===== src/rtl/mmio_console.sv =====
// Memory-mapped console: captures putc writes into a character FIFO and
// latches the program exit code, raising exit_valid once the FIFO drains.
module mmio_console #(
    parameter int unsigned DEPTH     = 16,
    parameter logic [31:0] PUTC_ADDR = 32'h9000001c,
    parameter logic [31:0] EXIT_ADDR = 32'h9000002c
) (
    input  logic        clk,
    input  logic        resetb,
    input  logic        req,
    input  logic [31:0] waddr,
    input  logic [31:0] wdata,
    input  logic [3:0]  wstrb,
    output logic        hit,
    output logic        wvalid,
    output logic        tx_valid,
    input  logic        tx_ready,
    output logic [7:0]  tx_data,
    output logic        exit_valid,
    output logic [31:0] exit_code,
    output logic [15:0] char_count
);
    localparam int unsigned AW = $clog2(DEPTH);

    typedef enum logic [1:0] {RUN, DRAIN, DONE} state_t;

    state_t      state, state_next;
    logic [AW:0] wptr, rptr;
    logic [7:0]  mem [DEPTH];
    logic        putc_sel, exit_sel, putc_wr, full, empty, push, pop;

    assign putc_sel = req && (waddr == PUTC_ADDR);
    assign exit_sel = req && (waddr == EXIT_ADDR);
    assign putc_wr  = (state == RUN) && putc_sel && wstrb[0];

    // Extra pointer bit distinguishes full from empty when the low bits match.
    assign empty = (wptr == rptr);
    assign full  = (wptr[AW] != rptr[AW]) && (wptr[AW-1:0] == rptr[AW-1:0]);

    assign push = putc_wr && !full;
    assign pop  = !empty && tx_ready;

    assign hit        = putc_sel || exit_sel;
    assign wvalid     = !(putc_wr && full);
    assign tx_valid   = !empty;
    assign tx_data    = mem[rptr[AW-1:0]];
    assign exit_valid = (state == DONE);

    always_ff @(posedge clk) begin
        if (push) begin
            mem[wptr[AW-1:0]] <= wdata[7:0];
        end
    end

    always_ff @(posedge clk or negedge resetb) begin
        if (!resetb) begin
            wptr       <= '0;
            rptr       <= '0;
            char_count <= '0;
            exit_code  <= '0;
        end else begin
            if (push) begin
                wptr <= wptr + 1'b1;
                if (char_count != 16'hFFFF) begin
                    char_count <= char_count + 16'd1;
                end
            end
            if (pop) begin
                rptr <= rptr + 1'b1;
            end
            if ((state == RUN) && exit_sel) begin
                exit_code <= wdata;
            end
        end
    end

    always_ff @(posedge clk or negedge resetb) begin
        if (!resetb) begin
            state <= RUN;
        end else begin
            state <= state_next;
        end
    end

    always_comb begin
        state_next = state;
        case (state)
            RUN:     if (exit_sel) state_next = DRAIN;
            DRAIN:   if (empty)    state_next = DONE;
            DONE:    state_next = DONE;
            default: state_next = RUN;
        endcase
    end
endmodule


===== config.mk =====
export PLATFORM = sky130hd
export DESIGN_NAME = mmio_console
export DESIGN_NICKNAME = d
export VERILOG_FILES = /design/src/rtl/mmio_console.sv
export SDC_FILE = /design/constraint.sdc
export NUM_CORES = 1
export LEC_CHECK = 0
export ABC_AREA = 1
export CAP_MARGIN = 20
export CELL_PAD_IN_SITES_DETAIL_PLACEMENT = 1
export CELL_PAD_IN_SITES_GLOBAL_PLACEMENT = 2
export CORE_MARGIN = 1
export CORE_UTILIZATION = 37
export CTS_CLUSTER_SIZE = 28
export DETAILED_ROUTE_END_ITERATION = 16
export HOLD_SLACK_MARGIN = 0.05
export PLACE_DENSITY = 0.88
export SYNTH_ARGS = -nofsm -noshare
export SYNTH_HDL_FRONTEND = slang
export SYNTH_SLANG_ARGS = --single-unit

===== constraint.sdc =====
create_clock -name clk -period 4.75 [get_ports clk]
set_input_delay 0.95 -clock clk [delete_from_list [all_inputs] [get_ports clk]]
set_output_delay 0.95 -clock clk [all_outputs]
set_load 0.02 [all_outputs]

==> flow_summary.yaml <==
run_status:
  outcome: "completed"
sta:
  max_freq_mhz: 252
  fin_skew_ps: 17.1
  final_max_slew_viol_count: 0
  max_slew_margin_pct: 36.8
  tns_ps: 0
  finalHoldViolCount: 0
  worstMarginPinSlew_ps: 945
  rsz0062_at_grt: "no"
  setup_viol: 0
  period_share_pct: 83.5
  fin_crit_ps: 3970
setup_path:
  cp_num_buf_inv: 2
  worst_path_largest_cell_delay_ps: 840
  r2r_cells: 10
  critPathSlowestCell: "dfrtp_2"
  r2r-start: "rptr[0]"
  r2r-end: "mem[1][0]"
  path_max_fanout: 38
  start_kind: "register"
  crit_top_cell: "nand3_1"
  cp-startpoint: "rptr[0]"
  cp-endpoint: "tx_data[6]"
  worstSetupPathType: "reg -> out"
  crit_path_cell_trace: "buf_4, o21ai_0, o221ai_1, nand3_1, nand3_1, clkdlybuf4s50_1"
  crit_path_end_kind: "output pin"
  rrSetupSlack_ps: 1470
  path_depth: 6
  path_delay_family: "buffers and inverters"
  worstPathArrival_ps: 3020
  critPathRequiredTime_ps: 3800
route:
  highest_layer: "met4"
  wl_met1_um: 9490
  drt_pre_antenna_iters: 6
  totalWireLength_um: 22000
  drc: 0
  wl_met2_um: 11300
  routed_via_density: 5.05
  vias: 6285
  ant_nets: 0
  wl_met3_um: 1120
  wl_per_cell_um: 17.7
  drt_iter0_drc: 306
place:
  gp_congestion: 0.738
  dpl-instance-area_um2: 9940
  hpwl_um: 14500
  numPortBuffers: 128
layout:
  regArea_um2: 5350
  final_nets: 1032
  area_growth_syn_to_layout_pct: 25.8
  fin_area_um2: 10600
  drive_above_1_share_pct: 9.34
  fillCellCount: 2436
  diodes: 0
  multi_input_area_um2: 2560
floorplanning:
  die-area_um2: 23300
  die_h_um: 153
  io_pins: 132
  die_w_um: 153
  coreArea_um2: 22000
  initial_utilization_pct: 38.2
  std_cell_rows: 54
clocking:
  cts_hold_buf: 0
  numCtsBuffers: 17
  cts.path.max_buffers: 2
  cts_resized: 0
  post_cts_buffers: 0
  cts_sinks: 188
  h-tree-depth: 4
  cts_root_buf: "clkbuf_16"
  cts_tree: "built"
  clock_latency_ps: 440
  clk_pin_slew_ps: 80
logic_synthesis:
  synth_ff_type: "edfxtp_1"
  synth_area_leaders: "edfxtp_1, dfrtp_1, nand2_1"
  synth-warning-count: 0
  synth.distinct_cells: 30
  synth_top_cell_by_area: "edfxtp_1"
  synth-seq-cells: 188
  syn_avg_cell_area_um2: 10.2
  netlist_area_um2: 8410
  ys_seq_area_share_pct: 63.5
  synth-async-reset-ratio_pct: 31.9
  syn-num-nets: 903
  synth_top_area_share_pct: 45.7
  synth_edf_count: 128
  syn_inst: 822
global_route:
  grtUsageTotal_pct: 19.6
  grt_max_degree: 65
  first_global_vias: 6611
  antenna_found_initial: 0
  grt_overflow_total: 0
  grt_pass1_wl_um: 35500
worst_hold_path:
  hold_class: "reg -> reg"
  hold_path_depth: 2
job:
  maxCapViolCount: 0
power:
  leakagePower_nw: 4.14
  max-vdd-ir-drop_uv: 277
  finalPower_w: 0.00461
  powerDensity_nw_per_um2: 436
worst register-to-register path, stage by stage (launching register included):
cell	delay, ps
dfrtp_2	680
inv_1	200
buf_4	350
nand2_1	100
nand2_1	80
nor2_2	60
nand3_4	130
nand3_2	110
inv_2	280
nand2_1	210
nor2_1	710
layout make-up:
class | count | share of cell area, %
sequential | 188 | 50.5
multi-input combinational | 521 | 24.2
timing repair buffer | 143 | 13.1
clock buffer | 17 | 4.02
tap | 280 | 3.31
inverter | 80 | 2.84
clock inverter | 15 | 2.00
flip-flops by register name, indices dropped and copies added (netlist names):
signal and flops:
char_count 16, rptr 5, mem 128, wptr 5, exit_code 32, state 2
where the power goes:
group | total, W | internal (W) | switching, W | leakage, nW
Sequential | 0.00187 | 0.00177 | 0.0000943 | 1.96
Clock | 0.00151 | 0.000774 | 0.000736 | 0.309
Combinational | 0.00123 | 0.000453 | 0.000779 | 1.87
per-stage QoR:
step / utilization (%) / instances / worst slack [ps] / hold slack, ps
3_5_place_dp: 45.1 / 1212 / 859 / 472
5_1_grt: 48.0 / 1244 / 572 / 506
4_1_cts: 48.0 / 1244 / 721 / 492
2_1_floorplan: - / 822 / 1930 / 461
3_3_place_gp: 45.1 / 1212 / 881 / 465
6_report: 48.0 / 1244 / 782 / 486
worst min path at each step:
stage                        from       endpoint  slack (ps)
floorplan                 rptr[4]        rptr[4]         460
global placement    exit_code[15]  exit_code[15]         460
detailed placement  exit_code[15]  exit_code[15]         470
CTS                 exit_code[15]  exit_code[15]         490
global route              rptr[4]        rptr[4]         510
finish              exit_code[15]  exit_code[15]         490
synthesized netlist by cell type, types with 9 or more instances:
cell type	instances
o21ai_1	15
clkbuf_1	20
o21ai_2	25
inv_1	73
o21ai_0	69
nor2_1	141
ha_1	9
o22ai_1	19
dfrtp_1	60
nand2_1	162
nand3_1	34
edfxtp_1	128
o221ai_1	13
kinds of logic after synthesis:
family	Yosys count	share of synthesized area [%]
buffers and inverters	113	6.04
XOR/XNOR	7	0.818
AND/OR/NAND/NOR	359	17.5
flip-flops	188	63.5
AO/OA/AOI/OAI	146	10.8
adder cells (fa/ha/maj)	9	1.34
layer usage:
layer	vias up	track usage, %
li1	3019	-
met1	3103	25.0
met2	147	34.6
met3	16	3.98
met4	0	3.75
met5	-	0
placed cells by master, fill, tap and decap left out, types with 2 or more instances in the layout:
master	instances
buf_4	15
clkbuf_16	17
clkdlybuf4s50_1	127
clkinv_8	6
dfrtp_1	59
edfxtp_1	128
ha_1	9
inv_1	73
inv_2	7
inv_6	2
inv_8	4
nand2_1	162
nand3_1	34
nand3_2	3
nand3b_1	6
nand4_1	5
nor2_1	141
nor2_2	3
nor3_1	3
o211ai_1	3
o21ai_0	69
o21ai_1	15
o21ai_2	25
o221ai_1	13
o22ai_1	19
xor2_1	6
Note: power is estimated with default switching activity, not from simulation.
